File: config.mk
export PLATFORM = sky130hd
export DESIGN_NAME = fpu_mul_scheduler
export DESIGN_NICKNAME = d
export VERILOG_FILES = /design/src/rtl/fpu_mul_scheduler.sv
export SDC_FILE = /design/constraint.sdc
export NUM_CORES = 2
export LEC_CHECK = 0
export BUFFER_PORTS_ARGS = -buffer_cell sky130_fd_sc_hd__buf_2
export CORE_UTILIZATION = 49
export DETAILED_ROUTE_END_ITERATION = 6
export PLACE_DENSITY = 0.68
export SLEW_MARGIN = 20
export SYNTH_ARGS = -nofsm -noshare
export SYNTH_HDL_FRONTEND = slang
export SYNTH_SLANG_ARGS = --single-unit
File: constraint.sdc
create_clock -name clk -period 20.6 [get_ports clk]
set_clock_uncertainty 0.15 [all_clocks]
set_input_delay 2.06 -clock clk [delete_from_list [all_inputs] [get_ports clk]]
set_output_delay 2.06 -clock clk [all_outputs]
set_load 0.005 [all_outputs]
File: src/rtl/fpu_mul_scheduler.sv
// Two-requester scheduler sharing one combinational single-precision multiplier.
// Latency: operand handshake in cycle N gives resp_valid in cycle N+2; one op in flight, so a new grant is possible every 3 cycles.
// Backpressure: the result is held in RESP until resp_ready; both requester readies stay low until the block is back in IDLE.
//
// Ports:
//   clk, rst                        rising-edge clock, synchronous active-high reset
//   req{0,1}_valid/_a/_b/_ready     requester operand handshakes (IEEE-754 single)
//   resp_valid/_ready               result handshake
//   resp_data, resp_id              product bits and owning requester index
//   resp_nan/_inf/_zero             classification of resp_data
//   op_count                        completed responses, saturating at all-ones

// Combinational IEEE-754 single-precision multiplier.
// Round-to-nearest-even; subnormal inputs and results are flushed to signed zero;
// any NaN or inf*0 yields the canonical quiet NaN 0x7FC00000.
module fpu_sp_multiplier (
  input  logic [31:0] a,
  input  logic [31:0] b,
  output logic [31:0] c
);

  logic              sa, sb, sc;
  logic [7:0]        ea, eb;
  logic [22:0]       fa, fb;
  logic              a_nan, b_nan, a_inf, b_inf, a_zero, b_zero;
  logic [47:0]       prod;
  logic              norm, guard, sticky, round_up, carry;
  logic [22:0]       frac_r;
  logic [23:0]       frac_rnd;
  logic signed [9:0] e_fin;

  always_comb begin
    sa       = a[31];
    sb       = b[31];
    ea       = a[30:23];
    eb       = b[30:23];
    fa       = a[22:0];
    fb       = b[22:0];
    sc       = sa ^ sb;
    a_nan    = (ea == 8'hFF) && (fa != 23'd0);
    b_nan    = (eb == 8'hFF) && (fb != 23'd0);
    a_inf    = (ea == 8'hFF) && (fa == 23'd0);
    b_inf    = (eb == 8'hFF) && (fb == 23'd0);
    // Exponent zero covers both true zero and flushed subnormals.
    a_zero   = (ea == 8'h00);
    b_zero   = (eb == 8'h00);

    prod     = {24'd0, 1'b1, fa} * {24'd0, 1'b1, fb};
    // Product of two [1,2) significands lies in [1,4); bit 47 set means [2,4).
    norm     = prod[47];
    if (norm) begin
      frac_r = prod[46:24];
      guard  = prod[23];
      sticky = |prod[22:0];
    end else begin
      frac_r = prod[45:23];
      guard  = prod[22];
      sticky = |prod[21:0];
    end
    round_up = guard & (sticky | frac_r[0]);
    frac_rnd = {1'b0, frac_r} + {23'd0, round_up};
    // Rounding out of an all-ones fraction bumps the exponent; fraction wraps to 0.
    carry    = frac_rnd[23];
    e_fin    = $signed({2'b00, ea}) + $signed({2'b00, eb})
             + $signed({9'd0, norm}) + $signed({9'd0, carry}) - 10'sd127;

    c = 32'd0;
    if (a_nan || b_nan || (a_inf && b_zero) || (b_inf && a_zero)) begin
      c = 32'h7FC0_0000;
    end else if (a_inf || b_inf) begin
      c = {sc, 8'hFF, 23'd0};
    end else if (a_zero || b_zero) begin
      c = {sc, 31'd0};
    end else if (e_fin >= 10'sd255) begin
      c = {sc, 8'hFF, 23'd0};
    end else if (e_fin <= 10'sd0) begin
      c = {sc, 31'd0};
    end else begin
      c = {sc, e_fin[7:0], frac_rnd[22:0]};
    end
  end

endmodule

module fpu_mul_scheduler #(
  parameter int CNT_W = 16
) (
  input  logic             clk,
  input  logic             rst,
  input  logic             req0_valid,
  input  logic [31:0]      req0_a,
  input  logic [31:0]      req0_b,
  output logic             req0_ready,
  input  logic             req1_valid,
  input  logic [31:0]      req1_a,
  input  logic [31:0]      req1_b,
  output logic             req1_ready,
  output logic             resp_valid,
  input  logic             resp_ready,
  output logic [31:0]      resp_data,
  output logic             resp_id,
  output logic             resp_nan,
  output logic             resp_inf,
  output logic             resp_zero,
  output logic [CNT_W-1:0] op_count
);

  typedef enum logic [1:0] {IDLE, CALC, RESP} state_t;

  state_t     state, state_nxt;
  logic       last_grant;
  logic       cur_id;
  logic [31:0] op_a, op_b, res, mul_c;
  logic       gnt_vld, gnt_id;
  logic [7:0] res_exp;
  logic [22:0] res_mant;

  fpu_sp_multiplier u_mul (
    .a (op_a),
    .b (op_b),
    .c (mul_c)
  );

  always_comb begin
    gnt_vld   = 1'b0;
    gnt_id    = 1'b0;
    state_nxt = state;

    // Grants are suppressed during reset so no handshake is ever seen then.
    if (state == IDLE && !rst) begin
      if (req0_valid && req1_valid) begin
        gnt_vld = 1'b1;
        gnt_id  = ~last_grant;
      end else if (req0_valid) begin
        gnt_vld = 1'b1;
        gnt_id  = 1'b0;
      end else if (req1_valid) begin
        gnt_vld = 1'b1;
        gnt_id  = 1'b1;
      end
    end

    case (state)
      IDLE:    if (gnt_vld) state_nxt = CALC;
      CALC:    state_nxt = RESP;
      RESP:    if (resp_ready) state_nxt = IDLE;
      default: state_nxt = IDLE;
    endcase
  end

  assign req0_ready = gnt_vld && !gnt_id;
  assign req1_ready = gnt_vld &&  gnt_id;

  assign res_exp    = res[30:23];
  assign res_mant   = res[22:0];

  // Response outputs are forced to zero outside RESP and while reset is asserted.
  assign resp_valid = (state == RESP) && !rst;
  assign resp_data  = resp_valid ? res    : 32'd0;
  assign resp_id    = resp_valid && cur_id;
  assign resp_nan   = resp_valid && (res_exp == 8'hFF) && (res_mant != 23'd0);
  assign resp_inf   = resp_valid && (res_exp == 8'hFF) && (res_mant == 23'd0);
  assign resp_zero  = resp_valid && (res_exp == 8'h00) && (res_mant == 23'd0);

  always_ff @(posedge clk) begin
    if (rst) begin
      state      <= IDLE;
      last_grant <= 1'b1;
      op_a       <= 32'd0;
      op_b       <= 32'd0;
      res        <= 32'd0;
      cur_id     <= 1'b0;
      op_count   <= '0;
    end else begin
      state <= state_nxt;
      if (gnt_vld) begin
        op_a       <= gnt_id ? req1_a : req0_a;
        op_b       <= gnt_id ? req1_b : req0_b;
        cur_id     <= gnt_id;
        last_grant <= gnt_id;
      end
      if (state == CALC) begin
        res <= mul_c;
      end
      if (resp_valid && resp_ready && (op_count != {CNT_W{1'b1}})) begin
        op_count <= op_count + 1'b1;
      end
    end
  end

endmodule

Word-level counts from Yosys, hierarchy flattened
Cells that the tools add are included.
{"block": "word_totals", "output_inout_bits": 55, "inputBits": 133, "elab_cells": 88, "reg_bits": 116}
{"block": "classes", "n_mul": 1, "n_bitwise": 4, "n_reduce_logical": 39, "mux": 21, "eq_ne": 8, "n_addsub": 6, "n_lt_le_gt_ge": 2}
{"op": "2-to-1 mux 32 bit", "count": 4}
{"op": "2-to-1 mux 31 bit", "count": 4}
{"op": "zero test 23 bit", "count": 3}
{"op": "nonzero test 23 bit", "count": 3}
{"op": "multiplier 24 x 24 -> 48 bit", "count": 1}
{"op": "adder 23 x 1 -> 24 bit", "count": 1}
{"op": "equality test 8 bit (second input constant)", "count": 3}
{"op": "zero test 8 bit", "count": 3}
{"op": "2-to-1 mux 23 bit", "count": 1}
{"op": "OR reduction 23 bit", "count": 1}
{"op": "OR reduction 22 bit", "count": 1}
{"op": "adder 10 x 2 -> 10 bit", "count": 2}
{"op": "logical AND 1 bit", "count": 19}
{"op": "adder 16 x 1 -> 16 bit (second input constant)", "count": 1}
{"op": "inequality test 16 bit (second input constant)", "count": 1}
{"op": ">= comparator 10 x 9 -> 1 bit (second input constant)", "count": 1}
{"op": "<= comparator 10 x 1 -> 1 bit (second input constant)", "count": 1}
{"op": "subtractor 10 x 8 -> 10 bit (second input constant)", "count": 1}
{"op": "adder 8 x 8 -> 9 bit", "count": 1}
{"op": "2-to-1 mux 1 bit", "count": 9}
{"op": "case mux 2 bit (3 select lines)", "count": 1}
{"op": "logical OR 1 bit", "count": 5}
{"op": "2-to-1 mux 2 bit", "count": 2}
{"op": "inequality test 2 bit (second input constant)", "count": 2}
{"op": "9 further kinds", "count": 10}

Logic depth before layout (Yosys ltp)
{"block": "depth", "depth_word": 14, "mapped_depth": 44}

Modules after synthesis
A second synthesis with hierarchy kept.
{"block": "unflattened", "cells_unflattened": 3161, "hier_area_um2": 26286.5}
{"mod": "fpu_sp_multiplier", "instances": 1, "area_each_um2": 21400.5, "cells_each": 2571}
{"mod": "fpu_mul_scheduler", "instances": 1, "area_each_um2": 4885.9, "cells_each": 590}

Worst setup path before layout
Ideal clock, no wire load.
{"block": "synth_path", "kind": "register to register", "from": "register op_b[12]", "to": "register res[16]", "path_buffers": 5, "path_stages_with_launch": 42, "arrival_time_ns": 11.220, "synth_period_minus_slack_ns": 11.457, "slack_ns": 9.143, "cell_sequence": "dfxtp_1 -> clkbuf_1 -> clkbuf_1 -> nand2_1 -> fa_1 -> inv_1 -> fa_1 -> inv_1 -> fa_1 -> inv_1 -> fa_1 -> fa_1 -> fa_1 -> inv_1 -> fa_1 -> inv_1 -> ha_1 -> buf_4 -> [6 not listed] -> or3_1 -> buf_2 -> or3_4 -> or3_4 -> nor4_1 -> ha_1 -> inv_1 -> fa_1 -> inv_1 -> o211ai_1 -> nor4_1 -> or2_2 -> a211o_1 -> a211oi_1 -> nor4_1 -> nand2_1 -> clkbuf_1 -> o31ai_1"}
{"block": "synth_between", "elab_chain_cells": 14, "elab_cells_between_ends": 28}
{"element": "start, declared", "line": "113", "text": "logic [31:0] op_a, op_b, res, mul_c;"}
{"element": "start signal, assigned", "line": "178", "text": "op_b <= gnt_id ? req1_b : req0_b;"}
{"element": "multiplier 24 x 24 -> 48 bit", "line": "48", "text": "prod = {24'd0, 1'b1, fa} * {24'd0, 1'b1, fb};"}
{"element": "OR reduction 23 bit / OR reduction 22 bit (equally long branches)", "line": "54, 58"}
{"element": "2-to-1 mux 1 bit", "line": "51", "text": "if (norm) begin"}
{"element": "OR 1 bit", "line": "60", "text": "round_up = guard & (sticky | frac_r[0]);"}
{"element": "bitwise AND 1 bit", "line": "60"}
{"element": "adder 23 x 1 -> 24 bit", "line": "61", "text": "frac_rnd = {1'b0, frac_r} + {23'd0, round_up};"}
{"element": "adder 10 x 2 -> 10 bit", "line": "65", "text": "+ $signed({9'd0, norm}) + $signed({9'd0, carry}) - 10'sd127;"}
{"element": "subtractor 10 x 8 -> 10 bit", "line": "65"}
{"element": "<= comparator 10 x 1 -> 1 bit", "line": "76", "text": "end else if (e_fin <= 10'sd0) begin"}
{"element": "2-to-1 mux 31 bit", "line": "76"}
{"element": "2-to-1 mux 31 bit", "line": "74", "text": "end else if (e_fin >= 10'sd255) begin"}
{"element": "2-to-1 mux 31 bit", "line": "72", "text": "end else if (a_zero || b_zero) begin"}
{"element": "2-to-1 mux 31 bit", "line": "70", "text": "end else if (a_inf || b_inf) begin"}
{"element": "2-to-1 mux 32 bit (*)", "line": "68", "text": "if (a_nan || b_nan || (a_inf && b_zero) || (b_inf && a_zero)) begin"}
{"element": "end signal, assigned", "line": "183", "text": "res <= mul_c;"}
{"element": "end, declared", "line": "113"}
Mark *: on every way between the ends. The rest lies on a longest branch, timed or not.
A chain may end at the register's enable or synchronous reset.

Worst setup path in the final report
{"block": "layout_path", "from": "register op_b[8]", "to": "register res[20]"}
The elaborated chain is that of the path after synthesis.

==> run summary <==
The overall die area came out at 55220 um^2. The average routed wire per standard cell came out at 19.54 um. The maximum level of the CTS H-tree came out at 4. The final number of max-transition violations is 0.

The total of buffers placed on input and output ports came out at 187. The power density of the placed cells is 49.09 nW/um^2. The count of flip-flops with a built-in enable after synthesis is 0. The run finished with clean final reports. In this run the remaining antenna-violating nets after routing total 0. Data on the critical path is required at its endpoint by 20.74 ns.

The minimum clock period came out at 13.09 ns. The number of maximum-capacitance constraint violations is 0. The tightest min-delay check is of the register to register type.

The post-synth design cell area is 26600 um^2. Yosys instantiated no cell more often than sky130_fd_sc_hd__inv_1. The share of the cycle needed by the critical path after routing came out at 0.6353. In the global route stage, overall resource usage came out at 0.2919.

The number of hold violations in the final report is 0. The average footprint of a synthesized cell came out at 8.264 um^2. The fraction of final layout cells sized beyond drive strength 1 came out at 0.09195. The floorplan has 85 rows.

The combined buffer and inverter count along the critical path came out at 10. The distinct cell type count of the synthesized netlist is 84. The critical path is of the register to register type. The relative contribution of the clock network to total power is 0.221. The max-slew headroom at the worst pin is 0.2733. Entering global routing, the biggest net connects 68 pins. For this run, the number of Yosys warnings is 0. The clock latency at the later pin of the worst-skew pair is 0.44 ns. The first routing iteration left 2075 violations.

The arrival time of data at the critical path endpoint came out at 13.22 ns. The fraction of power spent switching nets is 0.4829. The TritonCTS clock tree is built.

The transition time of the tightest slew-check pin came out at 1.089 ns. Setup repair after global routing left no endpoint under its margin. The total negative slack for setup checks came out at 0 ns. The most used flip-flop cell after synthesis is sky130_fd_sc_hd__dfxtp_1.

For this design, the slowest cell found on the critical path is sky130_fd_sc_hd__dfxtp_1. On the critical path the largest part of the delay comes from adder cells. For this run, global-route usage on met3 was measured as 0.06743. The cell area after placement came out at 28160 um^2. The internal power of the cells totals 0.0007304 W. Prior to clock tree synthesis, the placed netlist has a worst setup slack of 7.784 ns. The area share of the leading cell type in the synthesized netlist came out at 0.3643.

For this design, the CTS-stage hold fixing added 0 buffers. Once layout is done, the placed cells without fillers occupy 28770 um^2. The setup slack after layout came out at 7.513 ns. Using the TritonRoute via totals, the vias-per-cell ratio works out to 5.615. The routability-driven placement congestion ratio is 0.9547. Ranked by total cell area, the synthesized netlist is headed by sky130_fd_sc_hd__fa_1, sky130_fd_sc_hd__ha_1, sky130_fd_sc_hd__dfxtp_1, sky130_fd_sc_hd__inv_1, sky130_fd_sc_hd__and2_1. The number of nets in the synthesized netlist came out at 4023. For met1 alone, demand over resource in global routing was 0.3982. The maximum buffer depth of the clock tree is 2. The leakage dissipation came out at 13.83 nW.

The sequential area share after synthesis is 0.08730. The post-CTS setup buffer count came out at 0. The total instance count after detailed placement is 3981. The total clock sinks is 116. The die outline height is 235.0 um. The initial antenna violation count is 0. For this design the top-level I/O count stands at 188. The logic depth of the worst path, buffers included is 41. The worst setup path is launched from a register.

The number of CTS-inserted buffers is 17. The commonest cells after synthesis are sky130_fd_sc_hd__inv_1, sky130_fd_sc_hd__fa_1, sky130_fd_sc_hd__nand2_1. The wire length reported by the detailed router is 78.43 mm. In this design, the stage delay of the slowest critical-path cell is 0.75 ns. The detailed placement HPWL came out at 61.91 mm. The internal reg-to-reg setup slack came out at 7.51 ns. The count of state elements after synthesis came out at 116. The synthesis-to-finish area growth came out at 8.170%. The sequential power share came out at 0.182. The worst setup path is captured at a register. The initial utilization of the core area, before any placement, comes to 0.4953. The core outline area is 53710 um^2. The number of global-route vias before repair came out at 22790. Of all cell types, the one taking the most synthesized area is sky130_fd_sc_hd__fa_1. The first detailed-routing pass took 7 iterations. The number of vias after detailed routing is 22540. Once layout is complete, the cells apart from fillers number 4013.

After clock tree synthesis, the clock-pin slew on the worst setup and hold paths is 0.06 ns. The number of setup violations in the final report came out at 0. The first global-routing pass estimated 126.8 mm of wire. The number of design rule violations left after detail routing is 0. Counting instances, the worst hold path has a depth of 2. The fill cell instance count of the final layout came out at 5015. The remaining global-route overflow came out at 0. The synthesized instance count came out at 3219.

The library cell used as clock root buffer is sky130_fd_sc_hd__clkbuf_16. The count of instances resized after the clock tree is built is 0. Summed over all nets, the switching power comes to 0.0006820 W. The part of the total power dissipated in combinational logic is 0.597.

The number of diodes added for antenna fixing came out at 0. Of all nets on the critical path, the largest fanout is 18. The depth of the most critical reg-to-reg path came out at 41. The global-route layer with the greatest usage is met2.

For this run, global-route usage on met2 was measured as 0.4657. After synthesis, the share of flip-flops with an asynchronous set or reset is 0. The maximum vdd ir drop came out at 60.53 uV. The die is 235.0 um wide.

The maximum clock frequency is 76.41 MHz. The net count of the finished layout is 4108.
-- registers in the layout (all words and copies together) (netlist names) --
name / cells
res: 32
op_count: 16
op_b: 32
last_grant: 1
cur_id: 1
op_a: 32
state: 2
-- power by group through the flow --
stage	Combinational, W	Clock (W)	Sequential (W)
5_1_grt	0.000927	0.000324	0.000258
6_report	0.000843	0.000313	0.000257
2_1_floorplan	0.000569	0	0.000256
4_1_cts	0.000829	0.000315	0.000256
3_3_place_gp	0.000818	0	0.000261
3_5_place_dp	0.000816	0	0.000261
-- placed cells by master (no fill, tap or decap), types with 9 or more instances in the layout --
cell type	synthesis	final
sky130_fd_sc_hd__a21oi_1	153	153
sky130_fd_sc_hd__nand4_1	31	31
sky130_fd_sc_hd__nor3_1	44	44
sky130_fd_sc_hd__xnor2_1	41	41
sky130_fd_sc_hd__nor4_1	38	38
sky130_fd_sc_hd__nand2_1	442	442
sky130_fd_sc_hd__o31ai_1	9	9
sky130_fd_sc_hd__ha_1	187	187
sky130_fd_sc_hd__buf_4	1	54
sky130_fd_sc_hd__a21o_1	16	16
sky130_fd_sc_hd__inv_1	600	600
sky130_fd_sc_hd__fa_1	484	484
sky130_fd_sc_hd__o211ai_1	24	24
sky130_fd_sc_hd__or3_1	15	15
sky130_fd_sc_hd__mux2i_1	10	10
sky130_fd_sc_hd__nor2_1	134	133
sky130_fd_sc_hd__o21ai_0	66	66
sky130_fd_sc_hd__xor2_1	34	34
sky130_fd_sc_hd__and4_1	12	12
sky130_fd_sc_hd__a211oi_1	21	21
sky130_fd_sc_hd__and2_1	287	287
sky130_fd_sc_hd__clkbuf_16	0	17
sky130_fd_sc_hd__a22oi_1	67	67
sky130_fd_sc_hd__and3_1	15	14
sky130_fd_sc_hd__o21a_1	12	12
sky130_fd_sc_hd__buf_2	9	186
sky130_fd_sc_hd__dfxtp_1	116	116
sky130_fd_sc_hd__nand3_1	33	33
-- cell families (layout without fill, tap and decap cells) --
logic type,count (synthesis),after routing,share of synthesized area
buffers and inverters,778,876,0.1104
XOR/XNOR,76,76,0.02554
flip-flops,116,116,0.08730
multiplexers,12,12,0.004610
AND/OR/NAND/NOR,1104,1104,0.2060
adder cells (fa/ha/maj),671,671,0.4522
AO/OA/AOI/OAI,462,462,0.1140
-- per-layer routing --
metal / vias to the layer above / part of all wire / routed length (um)
met5: - / 0 / 0
met4: 0 / 0.027 / 2156
met3: 128 / 0.087 / 6805
met2: 875 / 0.46 / 36270
met1: 11200 / 0.42 / 33200
li1: 10330 / - / -
-- tightest hold or removal path, delay by kind of cell, from the launching register on --
family | cells | cell delay (ns)
AOI/OAI and AO/OA | 1 | 0.05
DFF | 1 | 0.32
and+or+nand+nor | 1 | 0.05
-- metrics by stage --
step           utilization  hold slack (ns)  power [W]
6_report            0.5357           0.3216   0.001412
4_1_cts             0.5357           0.3238   0.001400
3_3_place_gp        0.5244           0.2989   0.001079
5_1_grt             0.5357           0.3486   0.001509
3_5_place_dp        0.5244           0.3154   0.001076
2_1_floorplan            -           0.2856  0.0008243
-- layout make-up --
type,count,area [um^2],area share
clock inverter,11,150.1,0.005218
timing repair buffer,240,1336,0.04644
inverter,604,2267,0.07879
tap,696,870.8,0.03026
clock buffer,21,460.4,0.01600
sequential,116,2322,0.08071
multi-input combinational,2325,21370,0.7426
-- worst paths after layout --
kind / start / endpoint
worst min register to register: res[10] / res[10]
worst min-delay path: res[10] / res[10]
worst max register to register: op_b[8] / res[20]
worst max-delay path: op_b[8] / res[20]
(Power assumes the default switching activity.)
